===== config.mk =====
export PLATFORM = sky130hd
export DESIGN_NAME = uart_cmd_assembler
export DESIGN_NICKNAME = d
export VERILOG_FILES = /design/src/rtl/uart_cmd_assembler_pkg.sv /design/src/rtl/uart_cmd_assembler_timer.sv /design/src/rtl/uart_cmd_assembler.sv
export SDC_FILE = /design/constraint.sdc
export NUM_CORES = 1
export LEC_CHECK = 0
export ABC_AREA = 1
export CAP_MARGIN = 40
export CELL_PAD_IN_SITES_DETAIL_PLACEMENT = 1
export CELL_PAD_IN_SITES_GLOBAL_PLACEMENT = 1
export CORE_MARGIN = 4
export CORE_UTILIZATION = 38
export CTS_CLUSTER_DIAMETER = 30
export DETAILED_ROUTE_END_ITERATION = 16
export PLACE_DENSITY = 0.8
export SLEW_MARGIN = 40
export SYNTH_ARGS = -nofsm -noshare
export SYNTH_HDL_FRONTEND = slang
export SYNTH_SLANG_ARGS = --single-unit

===== constraint.sdc =====
create_clock -name clk -period 1.68 [get_ports clk]
set_input_delay 0.168 -clock clk [delete_from_list [all_inputs] [get_ports clk]]
set_output_delay 0.168 -clock clk [all_outputs]
set_load 0.03 [all_outputs]

===== src/rtl/uart_cmd_assembler_pkg.sv =====
// Shared types and defaults for the UART command assembler.
package uart_cmd_pkg;
    typedef enum logic {WAIT_HI = 1'b0, WAIT_LO = 1'b1} asm_state_t;
    localparam int CMD_W         = 16;
    localparam int TO_CYCLES_DEF = 78125;
    localparam int TO_W_DEF      = 17;
endpackage


===== src/rtl/uart_cmd_assembler_timer.sv =====
// Inter-byte timer: up-counter with sync clear and enable; expired marks the last in-window count.
module cmd_timer
    import uart_cmd_pkg::*;
#(
    parameter int TO_CYCLES = TO_CYCLES_DEF,
    parameter int TO_W      = TO_W_DEF
) (
    input  logic clk,
    input  logic rst_n,
    input  logic clr,
    input  logic en,
    output logic expired
);
    localparam logic [TO_W-1:0] LAST = TO_W'(TO_CYCLES - 1);

    logic [TO_W-1:0] count;

    always_ff @(posedge clk) begin
        if (!rst_n) begin
            count <= '0;
        end else if (clr) begin
            count <= '0;
        end else if (en) begin
            count <= count + TO_W'(1);
        end
    end

    assign expired = (count == LAST);
endmodule


===== src/rtl/uart_cmd_assembler.sv =====
// Pairs receiver bytes into 16-bit commands {high, low}; drops a stranded high byte on timeout.
// state   | meaning
// WAIT_HI | idle, next accepted byte is the high byte
// WAIT_LO | high byte held, waiting for low byte or timer expiry
module uart_cmd_assembler
    import uart_cmd_pkg::*;
#(
    parameter int TO_CYCLES = TO_CYCLES_DEF,
    parameter int TO_W      = TO_W_DEF
) (
    input  logic             clk,
    input  logic             rst_n,
    input  logic [7:0]       rx_data,
    input  logic             rx_rdy,
    output logic             clr_rx_rdy,
    output logic [CMD_W-1:0] cmd,
    output logic             cmd_rdy,
    input  logic             clr_cmd_rdy,
    output logic             overrun,
    output logic             timeout
);
    asm_state_t state;
    logic [7:0] hi_reg;
    logic       timer_clr;
    logic       timer_en;
    logic       timer_expired;
    logic       complete;

    assign clr_rx_rdy = rx_rdy & rst_n;
    assign timer_clr  = (state == WAIT_HI) && rx_rdy;
    assign timer_en   = (state == WAIT_LO) && !rx_rdy;
    assign complete   = (state == WAIT_LO) && rx_rdy;

    cmd_timer #(
        .TO_CYCLES(TO_CYCLES),
        .TO_W     (TO_W)
    ) u_timer (
        .clk    (clk),
        .rst_n  (rst_n),
        .clr    (timer_clr),
        .en     (timer_en),
        .expired(timer_expired)
    );

    always_ff @(posedge clk) begin
        if (!rst_n) begin
            state   <= WAIT_HI;
            hi_reg  <= '0;
            cmd     <= '0;
            cmd_rdy <= 1'b0;
            overrun <= 1'b0;
            timeout <= 1'b0;
        end else begin
            timeout <= 1'b0;
            case (state)
                WAIT_HI: begin
                    if (rx_rdy) begin
                        hi_reg <= rx_data;
                        state  <= WAIT_LO;
                    end
                end
                WAIT_LO: begin
                    // An arriving byte beats a simultaneous expiry.
                    if (rx_rdy) begin
                        cmd   <= {hi_reg, rx_data};
                        state <= WAIT_HI;
                    end else if (timer_expired) begin
                        timeout <= 1'b1;
                        state   <= WAIT_HI;
                    end
                end
                default: state <= WAIT_HI;
            endcase

            if (complete) begin
                cmd_rdy <= 1'b1;
                if (clr_cmd_rdy) begin
                    overrun <= 1'b0;
                end else if (cmd_rdy) begin
                    overrun <= 1'b1;
                end
            end else if (clr_cmd_rdy) begin
                cmd_rdy <= 1'b0;
                overrun <= 1'b0;
            end
        end
    end
endmodule


# Word level (Yosys, flattened, before mapping)

Index checks and enable logic that the tools add are counted.

Bits in registers: 45
Latch bits: 0
Bits in writable memories: 0
Memory bits (read-only): 0
Input bits: 12
Memories kept: 0

Add/subtract/negate cells: 1
Multiply operators: 0
Divide/modulo/power cells: 0
Order comparisons: 0
Equality and inequality tests: 1
Shifts and indexed selects: 0
Muxes and demuxes: 10
Bitwise logic cells: 3
Reductions and logical operators: 11

Operator list:

| operator                | number |
|---|---|
| $add A17 B1 Y17 const B | 1 |
| $eq A17 B17 Y1 const B  | 1 |
| $mux W1                 | 9 |
| $reduce_and A2 Y1       | 3 |
| $reduce_bool A2 Y1      | 2 |
| $logic_and A1 B1 Y1     | 3 |
| $reduce_or A3 Y1        | 1 |
| $not A1 Y1              | 2 |
| $pmux W1 S2             | 1 |
| $reduce_or A2 Y1        | 1 |
| $and A1 B1 Y1           | 1 |
| $logic_not A1 Y1        | 1 |

# Depth between registers and ports, before layout

Depth after elaboration: 4
Depth in mapped cells: 8

# By module

A second synthesis with hierarchy kept.

Cells, all modules: 283
Area total of the unflattened synthesis: 2010.7 um^2

Modules (own cells, without submodules):

| module             | instances | cells an instance | area an instance (um^2) |
|---|---|---|---|
| uart_cmd_assembler | 1         | 142               | 1086.0 |
| cmd_timer          | 1         | 141               | 924.6 |

# Least setup slack after synthesis

No wires, ideal clock.

Path type: reg2reg
Start point: register u_timer.count[0]
End point: register u_timer.count[12]
Setup time: 115 ps
Arrival: 1079 ps
Path slack: 487 ps
Stages on the path, launching flop included: 8
Path buffers: 0
Period minus slack after synthesis: 1193 ps
Cells stage by stage: dfxtp_1 > ha_1 > inv_1 > nor2_1 > nand2_1 > nor2_2 > xnor2_1 > nor2_1

Word-level cells in the longest chain between the ends: 1

RTL lines:

| what                     | RTL line                       | RTL |
|---|---|---|
| start: declaration       | uart_cmd_assembler_timer.sv:16 | `logic [TO_W-1:0] count;` |
| start signal: assignment | uart_cmd_assembler_timer.sv:24 | `count <= count + TO_W'(1);` |
| $add A17 B1 Y17          | uart_cmd_assembler_timer.sv:24 |  |

No other way between the ends.
A chain may end at the register's enable or synchronous reset.

# Worst setup path in the final report

Start point: register cmd[8]
End point: output cmd[8]

RTL lines:

| what                     | RTL line                 | RTL |
|---|---|---|
| start: declaration       | uart_cmd_assembler.sv:16 | `output logic [CMD_W-1:0] cmd,` |
| start signal: assignment | uart_cmd_assembler.sv:65 | `cmd <= {hi_reg, rx_data};` |

No word-level cell between the ends.

==> impl_metrics.py <==
metrics = {
    "status": {
        "status": "completed",
    },
    "synth": {
        "synth_nets": 263,
        "ys_ff_latch": 45,
        "avgSynthCellArea_um2": 7.588,
        "synth_top_area_frac": 0.4768,
        "synth_top_area_cell": "dfxtp_1",
        "ys_top_cells_by_area": "dfxtp_1 (48%), inv_1 (8.1%), a21oi_1 (7.2%)",
        "ys_types": 26,
        "seq_area_frac_synth": 0.4768,
        "synthTopCellsByCount": "dfxtp_1 (45), inv_1 (41), nand2_1 (33)",
        "async_flop_share": 0,
        "ys.flop_type": "dfxtp_1",
        "synth-edff-count": 0,
        "synth_cells": 249,
        "synth_most_common_cell": "dfxtp_1",
        "yosysWarnings": 0,
        "synthesis.area_um2": 1889,
    },
    "route": {
        "ant_nets": 0,
        "routed_wl_um": 4796,
        "vias": 1708,
        "vias_per_cell": 4.839,
        "wire_per_inst_um": 13.59,
        "drtIter0Drc": 55,
        "post-route-drc-count": 0,
        "dr.pass1.iters": 4,
    },
    "global_routing": {
        "grt.total_usage": 0.1765,
        "antenna_found_initial": 0,
        "grt_overflow": 0,
        "grt_pass1_wl_um": 8549,
        "grt_pass1_vias": 1768,
        "grt_max_degree": 33,
    },
    "setup_path": {
        "cp.arrival_ns": 1.33,
        "cp.buffers_inverters": 1,
        "cpMaxStageDelayCell": "clkdlybuf4s50_1",
        "critical_path.top_delay_family": "buffers and inverters",
        "reg2reg_from": "u_timer.count[0]",
        "crit_fanout": 2,
        "reg2reg_slack_ns": 0.27,
        "critPathCaptureType": "output port",
        "slowest_delay_ns": 0.70,
        "worstPathRequired_ns": 1.51,
        "startpoint": "cmd[8]",
        "critical_path_class": "reg -> out",
        "crit_chain": "clkdlybuf4s50_1",
        "start_kind": "register",
    },
    "sta": {
        "max_freq_mhz": 667.2,
        "worstMarginPinSlew_ns": 0.3438,
        "setup_viol_count_final": 0,
        "rsz0062_at_grt": "false",
        "min_period_ns": 1.499,
        "fin_setup_tns_ns": 0,
        "hold_violations": 0,
        "finClkSkew_ns": 0.004710,
        "min_period_over_period": 0.8922,
        "finalMaxSlewViolations": 0,
        "relSlewSlack": 0.7701,
    },
    "die": {
        "pin_count": 32,
        "row_count": 25,
        "core_area_um2": 4755,
        "fp.dieH_um": 78.51,
        "initial_utilization": 0.3974,
        "die_w_um": 78.51,
        "die_area_um2": 6164,
    },
    "clock_tree": {
        "cts.sinks": 45,
        "cts_buffer_depth": 2,
        "cts_resized": 0,
        "cts_made_buffers": 5,
        "cts_htree_levels": 2,
        "path_clk_slew_ns": 0.09,
        "cts_setup_buffers": 0,
        "tritoncts": "done",
        "clk_latency_ns": 0.30,
        "root_buffer": "clkbuf_8",
        "cts_hold_buf": 0,
    },
    "worst_hold_path": {
        "hp-start": "rx_data[6]",
        "min_path_type": "in -> reg",
    },
    "cells_and_area": {
        "fin_nets": 299,
        "largest_reg_flops": 17,
        "area_growth_pct": 26.16,
        "layout-drive-gt1-share": 0.09441,
        "final_util": 0.5013,
        "n_antenna_cell": 0,
        "finalNonFillerCells": 353,
    },
    "placed_design": {
        "numPortBuffers": 31,
        "post-place-cells": 345,
        "hpwl_um": 3631,
        "place.gp.congestion": 0.7988,
    },
    "power": {
        "pwr_density_cell_nw_per_um2": 866.7,
        "ir_drop_mv": 0.4763,
        "power.leakage_nw": 0.9254,
        "total_power_mw": 2.066,
    },
    "run": {
        "maxCapViolCount": 0,
    },
}
-- stage by stage --
step	setup WS, ns	hold slack [ns]	cell area, um2
2_1_floorplan	0.4866	0.3163	1889
3_3_place_gp	0.1704	0.4447	2293
3_5_place_dp	0.1509	0.4501	2293
4_1_cts	0.1615	0.4339	2384
5_1_grt	0.08584	0.4428	2384
6_report	0.1811	0.4370	2384
-- area by class of cell --
type / instances / area, um2
Fill cell: 622 / 2371
Sequential cell: 45 / 900.9
Multi-Input combinational cell: 152 / 785.8
Timing Repair Buffer: 35 / 350.3
Inverter: 46 / 172.7
Tap cell: 67 / 83.83
Clock buffer: 5 / 68.82
Clock inverter: 3 / 21.27
-- cell usage in the layout (no fill, tap or decap) --
cell type	instances
inv_6	1
a21oi_2	1
nor2_8	1
or2_0	2
clkbuf_8	5
o21ai_1	2
clkdlybuf4s50_1	30
nand3_1	12
dfxtp_1	45
nand2_4	1
o21ai_0	25
nor2_2	2
xor2_1	1
buf_4	4
ha_1	2
nand2_1	33
nor2_4	3
inv_2	5
inv_1	41
nor2_1	19
clkinv_2	1
clkinvlp_4	1
buf_12	1
nor3_1	5
nand2_2	1
and2_1	1
nand4_1	5
xnor2_1	1
o22ai_1	8
a21oi_1	27
-- path summary, 6_finish.rpt --
path / end / cells after the start
worst max-delay path: cmd[8] / 1
worst max register to register: u_timer.count[12] / 7
worst min-delay path: cmd[6] / 3
worst min register to register: cmd[9] / 2
-- logic make-up after synthesis --
| group | after synthesis | share of synthesized area |
|---|---|---|
| adders and majority gates | 2 | 0.01324 |
| xor gates and xnor gates | 2 | 0.009273 |
| and+or+nand+nor | 85 | 0.2192 |
| buffers and inverters | 52 | 0.1073 |
| DFF | 45 | 0.4768 |
| AOI/OAI and AO/OA | 63 | 0.1742 |
-- power breakdown --
part,leakage (nW),switching [mW],internal (mW)
Clock,0.0445,0.382,0.295
Sequential,0.366,0.0195,1.11
Combinational,0.515,0.154,0.107
-- layer usage --
metal / GRT usage / wire [um] / vias up
li1: - / - / 873
met1: 0.2228 / 2271 / 803
met2: 0.2971 / 2288 / 24
met3: 0.04128 / 155 / 8
met4: 0.05420 / 81 / 0
met5: 0 / 0 / -
Note: power is estimated with default switching activity, not from simulation.
